[config.mk]
export PLATFORM = sky130hd
export DESIGN_NAME = ifetch_unit_flat
export DESIGN_NICKNAME = d
export VERILOG_FILES = /design/src/rtl/ifetch_if.sv /design/src/rtl/ifetch_unit.sv /design/src/flat_wrapper.sv
export SDC_FILE = /design/constraint.sdc
export NUM_CORES = 1
export LEC_CHECK = 0
export CORE_ASPECT_RATIO = 2
export CORE_MARGIN = 5
export CORE_UTILIZATION = 45
export CTS_CLUSTER_DIAMETER = 50
export DETAILED_ROUTE_END_ITERATION = 8
export GPL_ROUTABILITY_DRIVEN = 0
export PLACE_DENSITY_LB_ADDON = 0.08
export RECOVER_POWER = 25
export SLEW_MARGIN = 20
export SYNTH_ARGS = -nofsm -noshare
export SYNTH_HDL_FRONTEND = slang
export SYNTH_SLANG_ARGS = --single-unit
[constraint.sdc]
create_clock -name clk -period 6.1 [get_ports clk]
set_input_delay 1.22 -clock clk [delete_from_list [all_inputs] [get_ports clk]]
set_output_delay 1.22 -clock clk [all_outputs]
set_load 0.005 [all_outputs]
[src/rtl/ifetch_if.sv]
// Fetch-unit bus: instruction-memory request/response plus the decoder-side
// instruction handshake and redirect inputs.
interface ifetch_if;
  logic        imem_req;
  logic [31:0] imem_addr;
  logic        imem_rvalid;
  logic [31:0] imem_rdata;
  logic [31:0] ins;
  logic        ins_valid;
  logic        ins_accept;
  logic        pc_sel;
  logic [31:0] br_target;
  logic [31:0] pc;
  logic [31:0] pc_plus4;
  logic        misalign;
  logic [31:0] retired;

  modport master (
    output imem_req, imem_addr, ins, ins_valid, pc, pc_plus4, misalign, retired,
    input  imem_rvalid, imem_rdata, ins_accept, pc_sel, br_target
  );

  modport slave (
    input  imem_req, imem_addr, ins, ins_valid, pc, pc_plus4, misalign, retired,
    output imem_rvalid, imem_rdata, ins_accept, pc_sel, br_target
  );
endinterface

[src/rtl/ifetch_unit.sv]
// Instruction-fetch front end: owns the PC, fetches one word per instruction,
// re-requests after a silent memory and forms the next PC on retirement.
module ifetch_unit #(
  parameter logic [31:0] RESET_PC = 32'h0000_0000,
  parameter int          TIMEOUT  = 16
) (
  input logic      clk,
  input logic      rst_n,
  ifetch_if.master bus
);

  localparam logic [31:0] NOP = 32'h0000_0013;
  localparam int          CW  = (TIMEOUT > 2) ? $clog2(TIMEOUT) : 1;
  // WAIT lasts TIMEOUT-1 cycles, so the re-request lands TIMEOUT cycles after the first
  localparam logic [CW-1:0] CNT_LAST = CW'(TIMEOUT - 2);

  typedef enum logic [1:0] {IDLE, FETCH, WAIT, VALID} state_t;

  state_t      state_reg;
  logic [31:0] pc_reg;
  logic [31:0] addr_reg;
  logic        req_reg;
  logic [31:0] ins_reg;
  logic        ins_valid_reg;
  logic        misalign_reg;
  logic [31:0] retired_reg;
  logic [CW-1:0] cnt_reg;
  logic [31:0] pc_next;

  always_comb begin
    pc_next = pc_reg + 32'd4;
    if (bus.pc_sel) begin
      pc_next = {bus.br_target[31:2], 2'b00};
    end
  end

  always_ff @(posedge clk or negedge rst_n) begin
    if (!rst_n) begin
      state_reg     <= IDLE;
      pc_reg        <= RESET_PC;
      addr_reg      <= RESET_PC;
      req_reg       <= 1'b0;
      ins_reg       <= NOP;
      ins_valid_reg <= 1'b0;
      misalign_reg  <= 1'b0;
      retired_reg   <= 32'd0;
      cnt_reg       <= '0;
    end else begin
      req_reg      <= 1'b0;
      misalign_reg <= 1'b0;
      case (state_reg)
        IDLE: begin
          state_reg <= FETCH;
          req_reg   <= 1'b1;
          addr_reg  <= pc_reg;
        end
        FETCH: begin
          cnt_reg   <= '0;
          state_reg <= WAIT;
        end
        WAIT: begin
          if (bus.imem_rvalid) begin
            ins_reg       <= bus.imem_rdata;
            ins_valid_reg <= 1'b1;
            state_reg     <= VALID;
          end else if (cnt_reg == CNT_LAST) begin
            state_reg <= FETCH;
            req_reg   <= 1'b1;
            addr_reg  <= pc_reg;
          end else begin
            cnt_reg <= cnt_reg + 1'b1;
          end
        end
        VALID: begin
          if (bus.ins_accept) begin
            pc_reg        <= pc_next;
            addr_reg      <= pc_next;
            req_reg       <= 1'b1;
            misalign_reg  <= bus.pc_sel & (|bus.br_target[1:0]);
            retired_reg   <= retired_reg + 32'd1;
            ins_valid_reg <= 1'b0;
            state_reg     <= FETCH;
          end
        end
        default: state_reg <= IDLE;
      endcase
    end
  end

  assign bus.imem_req  = req_reg;
  assign bus.imem_addr = addr_reg;
  assign bus.ins       = ins_reg;
  assign bus.ins_valid = ins_valid_reg;
  assign bus.pc        = pc_reg;
  assign bus.pc_plus4  = pc_reg + 32'd4;
  assign bus.misalign  = misalign_reg;
  assign bus.retired   = retired_reg;

endmodule

[src/flat_wrapper.sv]
// flat-port wrapper written by rule: the top's interface ports become plain ports
module ifetch_unit_flat 
#(
  parameter logic [31:0] RESET_PC = 32'h0000_0000,
  parameter int          TIMEOUT  = 16
)
  (clk, rst_n, bus_imem_req, bus_imem_addr, bus_ins, bus_ins_valid, bus_pc, bus_pc_plus4, bus_misalign, bus_retired, bus_imem_rvalid, bus_imem_rdata, bus_ins_accept, bus_pc_sel, bus_br_target);
  ifetch_if bus_i ();
  input logic clk;
  input logic rst_n;
  output wire logic [$bits(bus_i.imem_req)-1:0] bus_imem_req;
  output wire logic [$bits(bus_i.imem_addr)-1:0] bus_imem_addr;
  output wire logic [$bits(bus_i.ins)-1:0] bus_ins;
  output wire logic [$bits(bus_i.ins_valid)-1:0] bus_ins_valid;
  output wire logic [$bits(bus_i.pc)-1:0] bus_pc;
  output wire logic [$bits(bus_i.pc_plus4)-1:0] bus_pc_plus4;
  output wire logic [$bits(bus_i.misalign)-1:0] bus_misalign;
  output wire logic [$bits(bus_i.retired)-1:0] bus_retired;
  input wire logic [$bits(bus_i.imem_rvalid)-1:0] bus_imem_rvalid;
  input wire logic [$bits(bus_i.imem_rdata)-1:0] bus_imem_rdata;
  input wire logic [$bits(bus_i.ins_accept)-1:0] bus_ins_accept;
  input wire logic [$bits(bus_i.pc_sel)-1:0] bus_pc_sel;
  input wire logic [$bits(bus_i.br_target)-1:0] bus_br_target;
  assign bus_imem_req = bus_i.imem_req;
  assign bus_imem_addr = bus_i.imem_addr;
  assign bus_ins = bus_i.ins;
  assign bus_ins_valid = bus_i.ins_valid;
  assign bus_pc = bus_i.pc;
  assign bus_pc_plus4 = bus_i.pc_plus4;
  assign bus_misalign = bus_i.misalign;
  assign bus_retired = bus_i.retired;
  assign bus_i.imem_rvalid = bus_imem_rvalid;
  assign bus_i.imem_rdata = bus_imem_rdata;
  assign bus_i.ins_accept = bus_ins_accept;
  assign bus_i.pc_sel = bus_pc_sel;
  assign bus_i.br_target = bus_br_target;
  ifetch_unit #(.RESET_PC(RESET_PC), .TIMEOUT(TIMEOUT)) u_core (.clk(clk), .rst_n(rst_n), .bus(bus_i));
endmodule
==> flow_summary.json <==
{
  "outcome": "complete, but fails checks",
  "violations": "capacitance limit, slew limit",
  "yosysWarnings": 0,
  "drt-initial-drc-count": 367,
  "r2r_start": "u_core.state_reg[0]",
  "syn_inst": 744,
  "rrSetupSlack_ns": 2.73,
  "setup_viol": 0,
  "cts_tree": "built",
  "fin_skew_ns": 0.0156,
  "rsz0062_at_grt": "false",
  "grt_pass1_vias": 6800,
  "cts_hold_buf": 0,
  "hpwl_um": 16900,
  "timing.final.crit_share_pct": 71.1,
  "endpoint_kind": "primary output",
  "antenna_found_initial": 1,
  "synth_nets": 821,
  "finalHoldViolCount": 0,
  "wirelength_um": 23000,
  "synth_async_sr_flop_share_pct": 100,
  "vias_per_cell": 5.61,
  "syn_to_final_growth_pct": 41.6,
  "reg2reg_depth": 6,
  "synth_top_family_by_area": "simple AND/OR/NAND/NOR gates",
  "track_usage_pct": 24.5,
  "ys_seq_area_share_pct": 47.5,
  "r2r-end": "u_core.bus.pc[5]",
  "worstSetupPathType": "flip-flop to primary output",
  "p_leak_nw": 4.28,
  "synth_cell_type_count": 60,
  "power_density_nw_per_um2": 473,
  "root_buffer": "clkbuf_16",
  "syn_area_per_cell_um2": 9.71,
  "grt_first_pass_wirelength_um": 36500,
  "cp.arrival_ns": 3.12,
  "dieArea_um2": 18800,
  "port_buffers": 231,
  "path_cells": "nand4_2 -> or4_1 -> nor4_1 -> xnor2_1 -> clkdlybuf4s50_1",
  "drv_cap": 2,
  "synth_compound_area_share_pct": 13.8,
  "avgRoutedWirePerCell_um": 19.9,
  "cp_slowest_cell": "or4_1",
  "peakVddDrop_uv": 350,
  "coreArea_um2": 15800,
  "cts_resized": 0,
  "setup-tns-final_ns": 0,
  "io_pins": 232,
  "clk_pin_slew_ns": 0.07,
  "startpoint": "u_core.bus.pc[21]",
  "min_period_ns": 4.34,
  "dpl_worst_slack_ns": 2.15,
  "die_h_um": 189,
  "clock_latency_ns": 0.41,
  "rows": 65,
  "grt_max_degree": 87,
  "fin_nets": 1021,
  "cp.depth": 5,
  "synth-simple-area-share_pct": 18.0,
  "path_buf_inv": 1,
  "fmax_mhz": 230,
  "postCtsSetupRepairBufs": 0,
  "critPathMaxStageDelay_ns": 0.70,
  "cp-endpoint": "bus_pc_plus4[30]",
  "firstDrtPassIters": 5,
  "slew_headroom_pct": -87.9,
  "layout-drive-gt1-share_pct": 9.72,
  "critPathRequiredTime_ns": 4.88,
  "ant_nets": 0,
  "drc": 0,
  "die_width_um": 99.6,
  "synth_edf_count": 0,
  "initial_utilization_pct": 45.8,
  "grt.overflow.total": 0,
  "worst_slack_ns": 1.76,
  "synth_ff_type": "dfrtp_1",
  "synth_area_um2": 7230,
  "worst_path_dominant_cell_family": "simple AND/OR/NAND/NOR gates",
  "critPathMaxFanout": 10,
  "ctsHtreeMaxLevel": 4,
  "clock_path_buffers": 2,
  "synth_xor_area_share_pct": 7.27,
  "synthAdderAreaFrac_pct": 1.39,
  "cts_buffers": 17,
  "cts.sinks": 137,
  "tightest_slew_ns": 2.82,
  "synth-seq-cells": 137,
  "hp-class": "flip-flop to flip-flop",
  "vias": 6504,
  "startpoint_type": "flip-flop",
  "slew_viol_final": 89,
  "muxShareOfSynthArea_pct": 7.69
}
stage by stage:
step	instance area (um^2)	total power, mW	hold WS [ns]	cells	util [%]
after CTS	10200	4.89	0.469	1158	64.9
final	10200	4.84	0.464	1159	64.9
after global routing	10200	5.14	0.494	1159	64.9
after detailed placement	9620	3.77	0.458	1126	61.0
after global placement	9620	3.71	0.455	1126	60.9
after floorplan	7230	2.52	0.463	744	-
report_power, final:
part           switching (mW)  leakage (nW)  internal [mW]
clock network           0.395         0.305          0.696
logic                   0.921          2.26           1.21
registers               0.369          1.71           1.25
cells in the mapped netlist, types with 5 or more instances:
cell type,instances,area [um^2]
buf_1,8,30.0
nor3_1,14,70.1
inv_1,18,67.6
and2_1,5,31.3
nor4_1,16,100
nand4_1,12,75.1
mux2_2,36,405
ha_1,8,100
buf_2,5,25.0
o21ai_0,43,215
and3_1,17,106
dfrtp_1,134,3350
o31ai_1,10,75.1
nand3_1,28,140
a22o_1,8,70.1
clkbuf_1,39,146
nand2b_1,5,31.3
xor2_1,21,184
o22ai_1,6,37.5
mux2i_1,15,150
nor2_1,43,161
a21oi_1,39,195
xnor2_1,39,342
or3_1,9,56.3
a31oi_1,10,62.6
buf_4,6,45.0
nand2_1,80,300
metal layers:
metal,up-vias,share of wire (%),track usage (%)
met5,-,0,0
met2,238,54,44.0
li1,3051,-,-
met3,51,4.8,4.98
met4,0,4.2,11.5
met1,3164,37,27.3
area by class of cell:
type / count / area, um^2
fill: 1317 / 5540
multi-input combinational: 530 / 3490
sequential: 137 / 3430
timing repair buffer: 240 / 2370
clock buffer: 20 / 447
tap: 201 / 251
clock inverter: 12 / 174
inverter: 18 / 67.6
antenna: 1 / 2.50
cells by family after synthesis:
| logic type | Yosys count |
|---|---|
| buf+inv | 77 |
| fa+ha+maj | 8 |
| mux | 51 |
| flops | 137 |
| xor+xnor | 60 |
| compound gates | 156 |
| simple gates | 255 |
worst min path at each step:
stage	from	endpoint	slack, ns	cells after the start
finish	u_core.bus.retired[31]	u_core.bus.retired[31]	0.46	1
global route	u_core.bus.retired[31]	u_core.bus.retired[31]	0.49	1
CTS	u_core.bus.retired[31]	u_core.bus.retired[31]	0.47	1
detailed placement	u_core.bus.retired[31]	u_core.bus.retired[31]	0.46	1
global placement	u_core.bus.retired[31]	u_core.bus.retired[31]	0.46	1
floorplan	u_core.bus.imem_addr[0]	u_core.bus.imem_addr[0]	0.46	2
placed cells by master, fill, tap and decap left out, types with 16 or more instances in the layout:
| master | count |
|---|---|
| a21oi_1 | 39 |
| and3_1 | 17 |
| clkbuf_16 | 17 |
| clkdlybuf4s50_1 | 227 |
| dfrtp_1 | 134 |
| inv_1 | 18 |
| mux2_2 | 36 |
| nand2_1 | 79 |
| nand3_1 | 28 |
| nor2_1 | 43 |
| nor4_1 | 16 |
| o21ai_0 | 43 |
| xnor2_1 | 39 |
| xor2_1 | 21 |
No activity file was read; power rests on OpenSTA's default activity.
